### src/rtl/passcode_entry_ctrl.sv
// Keypad passcode sequencer: 4-digit BCD entry, compare, timed unlock, lockout with alarm, reprogramming.
// Single registered FSM; CHECK takes one cycle, unlocked/locked_out rise two cycles after key_enter.
module passcode_entry_ctrl #(
  parameter logic [15:0] DEFAULT_CODE  = 16'h1234,
  parameter int          UNLOCK_CYCLES = 50000000,
  parameter int          LOCK_CYCLES   = 500000000,
  parameter int          MAX_FAIL      = 3
) (
  input  logic       clk,
  input  logic       rst,
  input  logic       key_valid,
  input  logic [3:0] key_digit,
  input  logic       key_enter,
  input  logic       key_clear,
  input  logic       code_set,
  output logic [3:0] dig1,
  output logic [3:0] dig2,
  output logic [3:0] dig3,
  output logic [3:0] dig4,
  output logic [2:0] digit_count,
  output logic       unlocked,
  output logic       locked_out,
  output logic       alarm
);

  localparam int TMAX = (UNLOCK_CYCLES > LOCK_CYCLES) ? UNLOCK_CYCLES : LOCK_CYCLES;
  localparam int TW   = (TMAX > 1) ? $clog2(TMAX) : 1;

  typedef enum logic [2:0] {IDLE, ENTRY, CHECK, UNLOCK, LOCKOUT} state_t;

  state_t        state;
  logic [TW-1:0] timer;
  logic [2:0]    fail_cnt;
  logic [15:0]   code;

  logic [15:0] entered;
  logic        accept;
  logic [2:0]  fail_inc;

  assign entered  = {dig4, dig3, dig2, dig1};
  assign accept   = key_valid && (key_digit <= 4'd9) && (digit_count < 3'd4);
  assign fail_inc = fail_cnt + 3'd1;

  always_ff @(posedge clk) begin
    if (rst) begin
      state       <= IDLE;
      timer       <= '0;
      fail_cnt    <= '0;
      code        <= DEFAULT_CODE;
      dig1        <= '0;
      dig2        <= '0;
      dig3        <= '0;
      dig4        <= '0;
      digit_count <= '0;
      unlocked    <= 1'b0;
      locked_out  <= 1'b0;
      alarm       <= 1'b0;
    end else begin
      case (state)
        IDLE, ENTRY: begin
          if (key_clear) begin
            {dig4, dig3, dig2, dig1} <= '0;
            digit_count <= '0;
            state       <= IDLE;
          end else if (key_enter) begin
            // Short entries are ignored; an IDLE display left over from UNLOCK is not submittable.
            if (state == ENTRY && digit_count == 3'd4) state <= CHECK;
          end else if (accept) begin
            {dig4, dig3, dig2, dig1} <= {dig3, dig2, dig1, key_digit};
            digit_count <= digit_count + 3'd1;
            state       <= ENTRY;
          end
        end

        CHECK: begin
          {dig4, dig3, dig2, dig1} <= '0;
          digit_count <= '0;
          if (entered == code) begin
            state    <= UNLOCK;
            unlocked <= 1'b1;
            timer    <= TW'(UNLOCK_CYCLES - 1);
            fail_cnt <= '0;
          end else if (fail_inc == 3'(MAX_FAIL)) begin
            state      <= LOCKOUT;
            locked_out <= 1'b1;
            alarm      <= 1'b1;
            timer      <= TW'(LOCK_CYCLES - 1);
            fail_cnt   <= fail_inc;
          end else begin
            state    <= IDLE;
            fail_cnt <= fail_inc;
          end
        end

        UNLOCK: begin
          if (key_clear) begin
            {dig4, dig3, dig2, dig1} <= '0;
            digit_count <= '0;
          end else if (key_enter) begin
            if (code_set && digit_count == 3'd4) begin
              code <= entered;
              {dig4, dig3, dig2, dig1} <= '0;
              digit_count <= '0;
            end
          end else if (accept) begin
            {dig4, dig3, dig2, dig1} <= {dig3, dig2, dig1, key_digit};
            digit_count <= digit_count + 3'd1;
          end
          // Key handling above never touches the release window.
          if (timer == '0) begin
            state    <= IDLE;
            unlocked <= 1'b0;
          end else begin
            timer <= timer - TW'(1);
          end
        end

        LOCKOUT: begin
          if (timer == '0) begin
            state      <= IDLE;
            locked_out <= 1'b0;
            alarm      <= 1'b0;
            fail_cnt   <= '0;
          end else begin
            timer <= timer - TW'(1);
          end
        end

        default: state <= IDLE;
      endcase
    end
  end

endmodule

### config.mk
export PLATFORM = sky130hd
export DESIGN_NAME = passcode_entry_ctrl
export DESIGN_NICKNAME = d
export VERILOG_FILES = /design/src/rtl/passcode_entry_ctrl.sv
export SDC_FILE = /design/constraint.sdc
export NUM_CORES = 1
export LEC_CHECK = 0
export ABC_CLOCK_PERIOD_IN_PS = 4550
export BUFFER_PORTS_ARGS = -buffer_cell sky130_fd_sc_hd__buf_4
export CORE_ASPECT_RATIO = 0.9
export CORE_MARGIN = 2
export CORE_UTILIZATION = 50
export CTS_BUF_LIST = sky130_fd_sc_hd__clkbuf_4
export CTS_CLUSTER_DIAMETER = 40
export DETAILED_ROUTE_END_ITERATION = 6
export PLACE_DENSITY_LB_ADDON = 0.05
export SYNTH_ARGS = -nofsm -noshare
export SYNTH_HDL_FRONTEND = slang
export SYNTH_SLANG_ARGS = --single-unit
### constraint.sdc
create_clock -name clk -period 4.55 [get_ports clk]
set_input_delay 0.2275 -clock clk [delete_from_list [all_inputs] [get_ports clk]]
set_output_delay 0.2275 -clock clk [all_outputs]
set_load 0.1 [all_outputs]
==> results of run 1 <==
registers in the layout (all words and copies together), names as in the netlist:
signal,cells
dig1,4
timer,29
state,3
dig3,4
unlocked,1
dig2,4
code,16
digit_count,3
dig4,4
alarm,1
fail_cnt,3
layout by cell type, fill, tap and decap left out, drive strengths merged, types with 6 or more instances in the layout:
cell type,netlist,layout
ha,6,6
a21oi,45,45
nor2,46,46
nand3,17,17
nor4,13,13
o31ai,7,7
a311oi,8,8
inv,10,10
buf,9,37
or4,9,9
dfxtp,72,72
nand2,49,49
mux2i,18,18
clkbuf,17,13
nor3,15,15
xnor2,17,17
o21ai,28,28
worst min-delay path: cells and delay by family:
| family | cells | cell delay (ns) |
|---|---|---|
| multiplexers | 1 | 0.05 |
| buffers and inverters | 1 | 0.07 |
| AND/OR/NAND/NOR | 1 | 0.07 |
final timing paths:
check	slack, ns	depth (start not counted)	end	start
hold / removal	0.04	3	dig1[0]$_SDFFE_PP0P_	key_digit[0]
setup reg to reg	1.41	6	timer[19]$_SDFFE_PP0P_	state[2]$_SDFFE_PP0P_
hold reg to reg	0.48	2	code[6]$_SDFFE_PP0P_	code[6]$_SDFFE_PP0P_
setup / recovery	1.41	6	timer[19]$_SDFFE_PP0P_	state[2]$_SDFFE_PP0P_
final cells by class:
cell class / instances / area (sq um)
inverters: 11 / 41.29
fillers: 682 / 2952
multi-input cells: 338 / 2096
clock inverters: 3 / 90.09
clock buffers: 13 / 97.59
flip-flops and latches: 72 / 1441
repair buffers: 37 / 277.8
well taps: 93 / 116.4
kinds of logic after synthesis:
kind of cell               synth area share
and+or+nand+nor                      0.2562
AOI/OAI and AO/OA                    0.1966
DFF                                  0.3904
buffers and inverters               0.04507
xor gates and xnor gates            0.04270
muxes                               0.04880
adders and majority gates           0.02033
layer usage:
metal / wire length, microns / share of wire / up-vias / global-route usage
li1: - / - / 1666 / -
met1: 4537 / 0.51 / 1587 / 0.3472
met2: 3788 / 0.43 / 88 / 0.3325
met3: 432 / 0.049 / 10 / 0.04833
met4: 80 / 0.0091 / 0 / 0.06456
met5: 0 / 0 / - / 0
power by group through the flow:
stage          combinational [mW]  sequential, mW  clock, mW
2_1_floorplan               0.280           0.703          0
3_3_place_gp                0.353           0.703          0
3_5_place_dp                0.355           0.705          0
4_1_cts                     0.358           0.690      0.532
5_1_grt                     0.398           0.697      0.561
6_report                    0.361           0.691      0.524
per-stage QoR:
stage / area [sq um] / hold WS, ns / power, mW / setup WS (ns) / cells
after floorplan: 3692 / 0.3747 / 0.9823 / 1.864 / 447
after global placement: 3973 / 0.4548 / 1.056 / 1.562 / 551
after detailed placement: 3973 / 0.4641 / 1.060 / 1.478 / 551
after CTS: 4160 / 0.03079 / 1.580 / 1.435 / 567
after global routing: 4160 / 0.04637 / 1.656 / 1.135 / 567
final: 4160 / 0.03867 / 1.576 / 1.411 / 567
==> impl_metrics.py, run 1 <==
metrics = {
    "timing": {
        "max_freq_ghz": 0.3186,
        "tightest_slew_ns": 1.027,
        "hold_violations": 0,
        "slew_viol_final": 0,
        "relSlewSlack": 0.3087,
        "min_period_ns": 3.139,
        "setup-tns-final_ns": 0,
        "setup_viol": 0,
        "finalClockSkew_ns": 0.01497,
        "period_share": 0.6898,
        "rsz0062_at_grt": "no",
    },
    "routing": {
        "initialDrtViolationCount": 162,
        "remaining_drc_errors": 0,
        "ant_nets": 0,
        "num_vias": 3351,
        "wire_per_inst_microns": 15.59,
        "drt-total-wl_microns": 8838,
        "via_per_inst": 5.910,
        "drt_pass1_iterations": 5,
    },
    "synth": {
        "avgSynthCellArea_sq_um": 8.260,
        "ys.warnings.count": 0,
        "synth.most_common_cell": "dfxtp_1",
        "synth.distinct_cells": 54,
        "synth_edf_count": 0,
        "ys_seq_area_frac": 0.3904,
        "syn_inst": 447,
        "synth_top_area_cell": "dfxtp_1",
        "synth-seq-cells": 72,
        "netlist_area_sq_um": 3692,
        "synth_common_cells": "dfxtp_1 (72), nand2_1 (48), a21oi_1 (45), nor2_1 (45), o21ai_0 (22)",
        "async_flop_share": 0,
        "synth_fp_nets": 463,
        "synth_flop_cell": "dfxtp_1",
        "synthTopCellsByArea": "dfxtp_1 (39%), a21oi_1 (6.1%), mux2i_1 (4.9%), nand2_1 (4.9%), nor2_1 (4.6%)",
        "synth_top_area_frac": 0.3904,
    },
    "setup_path": {
        "end_kind": "flop",
        "crit_slowest_cell": "a2bb2oi_2",
        "slowest_delay_ns": 0.71,
        "crit_required_ns": 4.86,
        "arrival_ns": 3.45,
        "path_cells": "nor3b_1 -> or2_2 -> o31ai_1 -> a2bb2oi_2 -> a21oi_1 -> a311oi_1",
        "worstSetupPathType": "reg -> reg",
        "crit_buf_inv": 0,
        "critical-path-top-delay-family": "compound AO/OA/AOI/OAI gates",
        "worst_setup_path_start_kind": "flop",
        "critPathMaxFanout": 21,
    },
    "worst_hold_path": {
        "hp-class": "in -> reg",
    },
    "clock_tree": {
        "clk_latency_ns": 0.41,
        "cts.sinks": 72,
        "clk_pin_slew_ns": 0.12,
        "postCtsSetupBuffers": 0,
        "cts.path.max_buffers": 2,
        "clockRootBuffer": "clkbuf_4",
        "htree_levels": 3,
        "cts_hold_buf": 0,
        "post_cts_resized": 0,
        "cts_tree": "yes",
        "cts_made_buffers": 9,
    },
    "pwr": {
        "ir_worst_vdd_mv": 0.1953,
        "p_int_mw": 1.087,
        "p_sw_mw": 0.4897,
        "p_leak_nw": 1.488,
        "p_per_area_nw_per_um2": 378.9,
        "combPwrFrac": 0.229,
        "switching_share": 0.3106,
        "power_frac_seq": 0.438,
        "clkPwrFrac": 0.333,
    },
    "placement": {
        "gp_congestion": 0.8085,
        "io_buffers": 31,
        "hpwl_microns": 5955,
    },
    "floorplan": {
        "num_rows": 29,
        "die-area_sq_um": 8089,
        "initial_core_util": 0.5192,
        "die_x_microns": 94.58,
        "core_sq_um": 7112,
        "die_h_microns": 85.53,
        "ios": 32,
    },
    "layout": {
        "nNetsFinal": 485,
        "area_delta_synth_final_pct": 12.67,
        "antennaDiodeCount": 0,
        "fin_util": 0.5850,
        "layout-drive-gt1-share": 0.1498,
    },
    "grt": {
        "grt_remaining_overflow": 0,
        "antenna_found_initial": 0,
        "grt_pass1_wl_microns": 14770,
        "grt_use_total": 0.2303,
        "grt_max_degree": 44,
        "grt_pass1_vias": 2947,
    },
    "job": {
        "drv_cap": 0,
    },
    "status": {
        "status": "finished, final reports clean",
    },
}
(Power assumes the default switching activity.)
==> inputs of run 2 (changes only) <==
--- a/config.mk
+++ b/config.mk
@@ -5,7 +5,8 @@
 export SDC_FILE = /design/constraint.sdc
 export NUM_CORES = 1
 export LEC_CHECK = 0
-export ABC_CLOCK_PERIOD_IN_PS = 4550
+export ABC_AREA = 1
+export ABC_CLOCK_PERIOD_IN_PS = 3100
 export BUFFER_PORTS_ARGS = -buffer_cell sky130_fd_sc_hd__buf_4
 export CORE_ASPECT_RATIO = 0.9
 export CORE_MARGIN = 2
==> constraint.sdc (replaced) <==
create_clock -name clk -period 3.1 [get_ports clk]
set_input_delay 0.155 -clock clk [delete_from_list [all_inputs] [get_ports clk]]
set_output_delay 0.155 -clock clk [all_outputs]
set_load 0.1 [all_outputs]
==> run 2 against run 1 <==
  * Clock power increased by 16%
  * Sequential power increased by 53%
  * Cell count increased by 39%
  * Critical path type unchanged
  * Combinational power increased to 2.7 times the previous value
  * Register-to-register slack got worse by 0.60 ns
  * Hold slack got worse by 0.014 ns
==> impl_metrics.py, run 2 <==
metrics = {
    "pwr": {
        "clkPwrFrac": 0.230,
        "switching_share": 0.4096,
        "p_sw_mw": 1.081,
        "p_leak_nw": 2.035,
        "ir_worst_vdd_mv": 0.3291,
        "p_int_mw": 1.558,
        "combPwrFrac": 0.369,
        "p_per_area_nw_per_um2": 572.8,
        "power_frac_seq": 0.401,
    },
    "setup_path": {
        "r2r.worst_path.cells": 10,
        "worst_setup_path_start_kind": "flop",
        "critPathMaxFanout": 30,
        "r2r_start": "state[1]$_SDFFE_PP0P_",
        "worstSetupPathType": "reg -> reg",
        "crit_required_ns": 3.46,
        "critPathLaunch": "state[1]$_SDFFE_PP0P_",
        "end_kind": "flop",
        "arrival_ns": 2.65,
    },
    "layout": {
        "fin_util": 0.5712,
        "multiInputGateArea_sq_um": 2349,
        "top_regs": "timer x29, code x16",
        "nNetsFinal": 700,
        "fin_cells": 788,
        "fillCellCount": 854,
        "largest_reg_flops": 29,
        "antennaDiodeCount": 0,
        "final_common_cell": "nand2_1",
        "largest-register": "timer",
        "seqCellArea_sq_um": 1441,
        "layout-drive-gt1-share": 0.1466,
        "area_delta_synth_final_pct": 10.37,
        "final_cell_mix": "nand2_1 (193), nor2_1 (104), dfxtp_1 (72), inv_1 (59), nand3_1 (45)",
        "final_area_sq_um": 4608,
    },
    "placement": {
        "hpwl_microns": 7050,
        "post_dp_cell_area_sq_um": 4443,
        "gp_congestion": 0.8989,
        "placed_cells": 769,
        "io_buffers": 31,
    },
    "timing": {
        "rsz0062_at_grt": "no",
        "finalClockSkew_ns": 0.01985,
        "hold_violations": 0,
        "setup_viol": 0,
        "slew_viol_final": 0,
        "tightest_slew_ns": 0.8762,
        "relSlewSlack": 0.4158,
        "hold_slack_ns": 0.02417,
        "period_share": 0.7373,
        "setup-tns-final_ns": 0,
        "min_period_ns": 2.286,
        "max_freq_ghz": 0.4375,
    },
    "synth": {
        "avgSynthCellArea_sq_um": 6.365,
        "synth-seq-cells": 72,
        "syn_inst": 656,
        "synth_common_cells": "nand2_1 (193), nor2_1 (104), dfxtp_1 (72)",
        "synth_flop_cell": "dfxtp_1",
        "synth_top_area_cell": "dfxtp_1",
        "synth_fp_nets": 672,
        "async_flop_share": 0,
        "ys_seq_area_frac": 0.3452,
        "netlist_area_sq_um": 4175,
        "synth.most_common_cell": "nand2_1",
        "ys.warnings.count": 0,
        "synth_edf_count": 0,
        "synth_top_area_frac": 0.3452,
        "synthTopCellsByArea": "dfxtp_1 (35%), nand2_1 (17%), nor2_1 (9.3%), nand3_1 (5.4%), inv_1 (5.3%)",
        "synth.distinct_cells": 32,
    },
    "floorplan": {
        "ios": 32,
        "num_rows": 31,
        "initial_core_util": 0.5175,
        "die-area_sq_um": 9098,
        "core_sq_um": 8068,
        "die_h_microns": 90.69,
        "die_x_microns": 100.3,
    },
    "grt": {
        "grt_pass1_wl_microns": 17390,
        "grt_pass1_vias": 3719,
        "grt_use_total": 0.2332,
        "grt_remaining_overflow": 0,
        "antenna_found_initial": 0,
        "grt_max_degree": 33,
    },
    "clock_tree": {
        "cts_made_buffers": 9,
        "cts_tree": "yes",
        "clk_latency_ns": 0.43,
        "clockRootBuffer": "clkbuf_4",
        "cts.sinks": 72,
        "htree_levels": 3,
        "cts.path.max_buffers": 2,
        "clk_pin_slew_ns": 0.12,
    },
    "routing": {
        "drt_pass1_iterations": 4,
        "remaining_drc_errors": 0,
        "num_vias": 4047,
        "drt-total-wl_microns": 9949,
        "ant_nets": 0,
        "initialDrtViolationCount": 220,
        "via_per_inst": 5.136,
        "wire_per_inst_microns": 12.63,
    },
    "worst_hold_path": {
        "hp-class": "in -> reg",
        "holdPathStages": 3,
        "worstHoldStart": "key_valid",
    },
    "job": {
        "drv_cap": 0,
    },
    "status": {
        "status": "finished, final reports clean",
    },
}
-- run 2: area by class of cell --
type,count,share of cell area
sequential,72,0.3128
tap,99,0.02688
inverter,71,0.05783
clock buffer,12,0.01955
clock inverter,4,0.009775
multi-input combinational,492,0.5096
timing repair buffer,38,0.06354
-- run 2: logic make-up (layout without fill, tap and decap cells) --
| family | after synthesis | count (layout) | synth area share |
|---|---|---|---|
| AND/OR/NAND/NOR | 390 | 390 | 0.3977 |
| buffers and inverters | 92 | 125 | 0.09350 |
| AO/OA/AOI/OAI | 88 | 88 | 0.1289 |
| flip-flops | 72 | 72 | 0.3452 |
| XOR/XNOR | 8 | 8 | 0.01678 |
| adder cells (fa/ha/maj) | 6 | 6 | 0.01798 |
-- run 2: final timing paths --
path / end / slack [ns]
max: timer[24]$_SDFFE_PP0P_ / 0.81
min: digit_count[2]$_SDFFE_PP0P_ / 0.02
max reg2reg: timer[24]$_SDFFE_PP0P_ / 0.81
min reg2reg: unlocked$_SDFFE_PP0P_ / 0.46
-- run 2: power groups by stage --
stage | combinational (mW) | clock [mW] | sequential, mW
6_report | 0.974 | 0.606 | 1.06
5_1_grt | 1.10 | 0.659 | 1.07
4_1_cts | 0.966 | 0.623 | 1.06
3_5_place_dp | 0.958 | 0 | 1.08
3_3_place_gp | 0.946 | 0 | 1.08
2_1_floorplan | 0.696 | 0 | 1.16
-- run 2: critical path, stage by stage, from the launching register on --
cell	delay, ns
dfxtp_1	0.35
inv_1	0.06
nor2_1	0.14
nand2_1	0.13
nand2_1	0.44
nand2_4	0.11
nand2_4	0.17
nand2_4	0.26
inv_2	0.33
nand2_1	0.09
a21oi_1	0.14
-- run 2: routing by layer --
layer / part of all wire / vias up / wire length (microns) / GRT usage
met2: 0.42 / 83 / 4222 / 0.3462
met3: 0.047 / 9 / 470 / 0.04180
met5: 0 / - / 0 / 0
met4: 0.010 / 0 / 103 / 0.06050
li1: - / 2145 / - / -
met1: 0.52 / 1810 / 5153 / 0.3464
-- run 2: what timing repair did --
item                                    4_1_cts  5_1_grt
hold endpoints to repair                      3        0
setup buffers                                 0        0
hold buffers                                  3        0
endpoints found under the setup margin        0        0
gates resized for setup                       0        0
-- run 2: stage by stage --
stage,setup WS (ns),total power [mW]
6_report,0.8144,2.639
4_1_cts,0.8006,2.647
3_3_place_gp,0.9323,2.023
5_1_grt,0.5442,2.831
3_5_place_dp,0.8309,2.036
2_1_floorplan,0.7836,1.851
